$ cat src/rtl/alu_issue.sv
// alu_issue: RV32I OP / OP-IMM issue stage with a two-entry (E, W) pipeline.
// E decodes the instruction and drives an external combinational ALU.
// W captures the ALU result and offers it downstream through valid/ready.
// Optional feature: define ALU_ISSUE_UTYPE_EN to also issue LUI and AUIPC as ADDs.
// Without that macro, LUI and AUIPC are treated as illegal.
module alu_issue #(
    parameter int XLEN = 32
) (
    input  logic            i_clk,
    input  logic            i_rst,
    input  logic            i_in_valid,
    output logic            o_in_ready,
    input  logic [6:0]      i_opcode,
    input  logic [2:0]      i_funct3,
    input  logic [6:0]      i_funct7,
    input  logic [4:0]      i_rd,
    input  logic [XLEN-1:0] i_rs1_data,
    input  logic [XLEN-1:0] i_rs2_data,
    input  logic [XLEN-1:0] i_imm,
    input  logic [XLEN-1:0] i_pc,
    output logic [XLEN-1:0] o_op_a,
    output logic [XLEN-1:0] o_op_b,
    output logic [3:0]      o_alu_op,
    input  logic [XLEN-1:0] i_alu_data,
    output logic            o_wb_valid,
    input  logic            i_wb_ready,
    output logic [XLEN-1:0] o_wb_data,
    output logic [4:0]      o_wb_rd,
    output logic            o_wb_illegal
);

    localparam logic [6:0] OPC_OP    = 7'b0110011;
    localparam logic [6:0] OPC_OPIMM = 7'b0010011;
    localparam logic [6:0] OPC_LUI   = 7'b0110111;
    localparam logic [6:0] OPC_AUIPC = 7'b0010111;
    localparam logic [6:0] F7_ZERO   = 7'b0000000;
    localparam logic [6:0] F7_ALT    = 7'b0100000;

    localparam logic [3:0] ALU_ADD  = 4'b0000;
    localparam logic [3:0] ALU_SUB  = 4'b0001;
    localparam logic [3:0] ALU_SLT  = 4'b0010;
    localparam logic [3:0] ALU_SLTU = 4'b0011;
    localparam logic [3:0] ALU_SLL  = 4'b0100;
    localparam logic [3:0] ALU_SRL  = 4'b0101;
    localparam logic [3:0] ALU_SRA  = 4'b0110;
    localparam logic [3:0] ALU_XOR  = 4'b1000;
    localparam logic [3:0] ALU_OR   = 4'b1001;
    localparam logic [3:0] ALU_AND  = 4'b1010;

    logic            r_e_valid;
    logic [4:0]      r_e_rd;
    logic            r_e_illegal;
    logic [XLEN-1:0] r_op_a;
    logic [XLEN-1:0] r_op_b;
    logic [3:0]      r_alu_op;
    logic            r_wb_valid;
    logic [XLEN-1:0] r_wb_data;
    logic [4:0]      r_wb_rd;
    logic            r_wb_illegal;

    logic            w_free;
    logic            w_accept;
    logic            w_advance;
    logic [XLEN-1:0] w_dec_a;
    logic [XLEN-1:0] w_dec_b;
    logic [3:0]      w_dec_op;
    logic            w_dec_ill;
    logic [3:0]      w_f3_op;

`ifndef ALU_ISSUE_UTYPE_EN
    // i_pc only feeds AUIPC, which does not exist in this build.
    logic w_unused_pc;
    assign w_unused_pc = ^i_pc;
`endif

    // W can take a new result when it is empty or is draining this cycle.
    assign w_free     = !r_wb_valid || i_wb_ready;
    assign o_in_ready = !r_e_valid || w_free;
    assign w_accept   = i_in_valid && o_in_ready;
    assign w_advance  = r_e_valid && w_free;

    assign o_op_a       = r_op_a;
    assign o_op_b       = r_op_b;
    assign o_alu_op     = r_alu_op;
    assign o_wb_valid   = r_wb_valid;
    assign o_wb_data    = r_wb_data;
    assign o_wb_rd      = r_wb_rd;
    assign o_wb_illegal = r_wb_illegal;

    // Map funct3 to the ALU code, assuming funct7 picks the base variant.
    always_comb begin
        w_f3_op = ALU_ADD;
        case (i_funct3)
            3'b000:  w_f3_op = ALU_ADD;
            3'b001:  w_f3_op = ALU_SLL;
            3'b010:  w_f3_op = ALU_SLT;
            3'b011:  w_f3_op = ALU_SLTU;
            3'b100:  w_f3_op = ALU_XOR;
            3'b101:  w_f3_op = ALU_SRL;
            3'b110:  w_f3_op = ALU_OR;
            default: w_f3_op = ALU_AND;
        endcase
    end

    // Decode the operand sources, ALU op and legality of the incoming instruction.
    always_comb begin
        w_dec_a   = i_rs1_data;
        w_dec_b   = i_rs2_data;
        w_dec_op  = w_f3_op;
        w_dec_ill = 1'b0;
        case (i_opcode)
            OPC_OP: begin
                if (i_funct7 == F7_ALT) begin
                    if (i_funct3 == 3'b000)      w_dec_op  = ALU_SUB;
                    else if (i_funct3 == 3'b101) w_dec_op  = ALU_SRA;
                    else                         w_dec_ill = 1'b1;
                end else if (i_funct7 != F7_ZERO) begin
                    w_dec_ill = 1'b1;
                end
            end
            OPC_OPIMM: begin
                w_dec_b = i_imm;
                // Only the shift forms reserve funct7; elsewhere it is immediate bits.
                if (i_funct3 == 3'b001 && i_funct7 != F7_ZERO) begin
                    w_dec_ill = 1'b1;
                end else if (i_funct3 == 3'b101) begin
                    if (i_funct7 == F7_ALT)       w_dec_op  = ALU_SRA;
                    else if (i_funct7 != F7_ZERO) w_dec_ill = 1'b1;
                end
            end
`ifdef ALU_ISSUE_UTYPE_EN
            OPC_LUI: begin
                w_dec_a  = '0;
                w_dec_b  = i_imm;
                w_dec_op = ALU_ADD;
            end
            OPC_AUIPC: begin
                w_dec_a  = i_pc;
                w_dec_b  = i_imm;
                w_dec_op = ALU_ADD;
            end
`endif
            default: w_dec_ill = 1'b1;
        endcase
        // Illegal entries still flow through as a harmless 0+0.
        if (w_dec_ill) begin
            w_dec_a  = '0;
            w_dec_b  = '0;
            w_dec_op = ALU_ADD;
        end
    end

    // E stage: capture the decoded entry on accept and empty when it moves on without a refill.
    always_ff @(posedge i_clk or posedge i_rst) begin
        if (i_rst) begin
            r_e_valid   <= 1'b0;
            r_e_rd      <= '0;
            r_e_illegal <= 1'b0;
            r_op_a      <= '0;
            r_op_b      <= '0;
            r_alu_op    <= ALU_ADD;
        end else if (w_accept) begin
            r_e_valid   <= 1'b1;
            r_e_rd      <= i_rd;
            r_e_illegal <= w_dec_ill;
            r_op_a      <= w_dec_a;
            r_op_b      <= w_dec_b;
            r_alu_op    <= w_dec_op;
        end else if (w_advance) begin
            r_e_valid   <= 1'b0;
        end
    end

    // W stage: capture the ALU result as E advances and empty on a drain without a refill.
    always_ff @(posedge i_clk or posedge i_rst) begin
        if (i_rst) begin
            r_wb_valid   <= 1'b0;
            r_wb_data    <= '0;
            r_wb_rd      <= '0;
            r_wb_illegal <= 1'b0;
        end else if (w_advance) begin
            r_wb_valid   <= 1'b1;
            r_wb_data    <= i_alu_data;
            r_wb_rd      <= r_e_rd;
            r_wb_illegal <= r_e_illegal;
        end else if (i_wb_ready) begin
            r_wb_valid   <= 1'b0;
        end
    end

endmodule
$ cat config.mk
export PLATFORM = sky130hd
export DESIGN_NAME = alu_issue
export DESIGN_NICKNAME = d
export VERILOG_FILES = /design/src/rtl/alu_issue.sv
export SDC_FILE = /design/constraint.sdc
export NUM_CORES = 1
export LEC_CHECK = 0
export ABC_AREA = 0
export CAP_MARGIN = 15
export CORE_ASPECT_RATIO = 0.9
export CORE_UTILIZATION = 42
export CTS_CLUSTER_SIZE = 40
export DETAILED_ROUTE_END_ITERATION = 8
export HOLD_SLACK_MARGIN = 0.05
export PLACE_DENSITY_LB_ADDON = 0.15
export SETUP_SLACK_MARGIN = 0.2
export SLEW_MARGIN = 20
export SYNTH_ARGS = -nofsm -noshare
export SYNTH_HDL_FRONTEND = slang
export SYNTH_SLANG_ARGS = --single-unit
$ cat constraint.sdc
create_clock -name i_clk -period 7.9 [get_ports i_clk]
set_input_delay 0.79 -clock i_clk [delete_from_list [all_inputs] [get_ports i_clk]]
set_output_delay 0.79 -clock i_clk [all_outputs]
set_load 0.005 [all_outputs]
==> results.cfg <==
[run_status]
status = finished clean

[layout]
diodes = 0
fin_util = 0.704
area_delta_synth_final_pct = 63.7
drive_gt1_frac = 0.164
nets = 875

[floorplan]
die-area_um2 = 12800
rows = 38
fp.coreArea_um2 = 12000
pin_count = 294
die_x_um = 119
start_util = 0.430
die_h_um = 107

[synth]
synth_edf_count = 0
yosysWarnings = 0
yosys.area.top_type = dfrtp_1
synth_top_area_frac = 0.552
synth-seq-cells = 114
synthTopCellsByCount = dfrtp_1, nand2_1, mux2_2, o31ai_1, inv_1
syn-instance-count = 435
synth_nets = 621
synth_flop_cell = dfrtp_1
synth_area_leaders = dfrtp_1, mux2_2, o31ai_2
synthArstFlopShare = 1.00
syn_area_um2 = 5170
post-synth-top-count-cell = dfrtp_1
yosysUniqueCellTypes = 40
synth_area_per_cell_um2 = 11.9
seq_area_frac_synth = 0.552

[grt]
grt-ovfl-total = 0
grt_pass1_wl_um = 21800
antenna_found_initial = 0
grt_usage = 0.224
grt_max_degree = 74
grt_pass1_vias = 4312

[clock_network]
clockRootBuffer = clkbuf_16
cts-htree-levels = 4
clk_pin_slew_ps = 50
ctsResizeCount = 0
post_cts_buffers = 0
cts_made_buffers = 17
hold_buffers = 0
clkSinkCount = 114
clk-insertion-delay-late_ps = 400
clockBufferDepth = 2
cts_tree = done

[detailed_routing]
routed_via_density = 4.93
antenna_left = 0
routedWlPerCell_um = 16.1
dr.pass1.iters = 4
drtIter0Drc = 165
routed-via-count = 4245
route.detailed.drc = 0
routed_wl_um = 13900

[critical_path]
path_class = in -> reg
cp_cell_sequence = clkdlybuf4s50_1 > nor4_2 > a21bo_2 > nand3_4 > o41ai_1
start_kind = input pin
cp_max_fo = 69
cp_slowest_stage_delay_ps = 720
worstSetupEndpointType = register
worst_r2r_endpoint = o_alu_op[0]$_DFFE_PP0P_
arrival_ps = 3330
rr_worst_depth = 4
reg2reg_slack_ps = 5410
cp_num_buf_inv = 1
cp_top_family = simple AND/OR/NAND/NOR gates
slowest_stage = nand3_4
reg2reg_from = o_wb_valid$_DFFE_PP0P_
required_ps = 8170

[timing]
tns_ps = 0
fin_skew_ps = 6.23
hold_viol_final = 0
layout_setup_ws_ps = 4840
finalCriticalPeriod_ps = 3060
fin_crit_sh = 0.387
rsz0062_at_grt = false
fmax_ghz = 0.327
relSlewSlack = 0.289
finalSetupViolations = 0
drv_slew = 0
tightest_slew_ps = 1070

[job]
cap_violations = 0

[power_and_ir_drop]
leakage_nw = 3.54
power_density_nw_per_um2 = 199
ir_drop_mv = 0.172

[placed_design]
dp_hpwl_um = 9720
port_buffers = 261
place_congestion = 0.747
place_ws_ps = 4390

[hold_path]
whs_path_depth = 2
hp-class = reg -> reg
hold_end = r_e_rd[2]$_DFFE_PP0P_
worstHoldStart = r_e_rd[2]$_DFFE_PP0P_
## cell families (layout without fill, tap and decap cells)
| kind of cell | Yosys count | in the layout | synth area share |
|---|---|---|---|
| flip-flops | 114 | 114 | 0.552 |
| AND/OR/NAND/NOR | 105 | 105 | 0.0886 |
| AO/OA/AOI/OAI | 79 | 79 | 0.149 |
| buffers and inverters | 65 | 331 | 0.0622 |
| multiplexers | 71 | 71 | 0.147 |
| XOR/XNOR | 1 | 1 | 0.00169 |
## cell usage in the layout, fill, tap and decap left out, drive strengths merged, types with 2 or more instances in the layout
master         instances
clkdlybuf4s50        261
nand2b                 5
nand2                 87
nand3                  2
nor3                   2
clkinv                 4
clkinvlp               2
o31ai                 66
bufinv                 3
a31o                   2
buf                    5
clkbuf                22
mux2i                 33
dfrtp                114
o41ai                  2
mux2                  38
inv                   34
nor2                   3
## flip-flops by register name, indices dropped and copies added, names as in the netlist
name	flops
o_op_a	32
o_op_b	32
o_wb_data	32
o_wb_rd	5
r_e_rd	5
o_alu_op	4
o_wb_illegal	1
o_wb_valid	1
r_e_illegal	1
r_e_valid	1
## layout make-up
cell class	count	area (µm²)
Multi-Input combinational cell	256	2020
Sequential cell	114	2850
Clock buffer	22	484
Tap cell	160	200
Fill cell	909	3560
Clock inverter	9	129
Inverter	34	130
Timing Repair Buffer	266	2650
## per-layer routing
layer  routed length (µm)  track usage
met5                    0            0
met4                  233       0.0859
met3                  973       0.0747
met2                 7150        0.388
met1                 5510        0.258
## power breakdown
group / leakage [nW] / switching, mW / internal, mW
sequential: 1.48 / 0.0188 / 0.625
clock: 0.298 / 0.256 / 0.526
combinational: 1.76 / 0.0939 / 0.168
total: 3.54 / 0.369 / 1.32
## worst max path at each step
stage / from / to / cells after the start
after global placement: i_funct7[1] / o_alu_op[0]$_DFFE_PP0P_ / 5
after detailed placement: i_funct7[1] / o_alu_op[0]$_DFFE_PP0P_ / 5
after floorplan: i_rst / o_alu_op[0]$_DFFE_PP0P_ / 1
after global routing: i_funct7[1] / o_alu_op[0]$_DFFE_PP0P_ / 5
after CTS: i_funct7[1] / o_alu_op[0]$_DFFE_PP0P_ / 5
final: i_funct7[1] / o_alu_op[0]$_DFFE_PP0P_ / 5
## worst min-delay path: cells and delay by family (launching register included)
family	cells	cell delay [ps]
simple gates	2	100
flops	1	330
## per-stage QoR
stage                     instances  power [mW]  hold WS (ps)  cell area [µm²]
final                           861        1.69           466             8470
after global routing            861        1.75           492             8470
after CTS                       861        1.71           472             8470
after detailed placement        830       0.918           459             7850
after global placement          830       0.911           455             7850
after floorplan                 435       0.745           442             5170
Power figures use the tool's default switching activity.
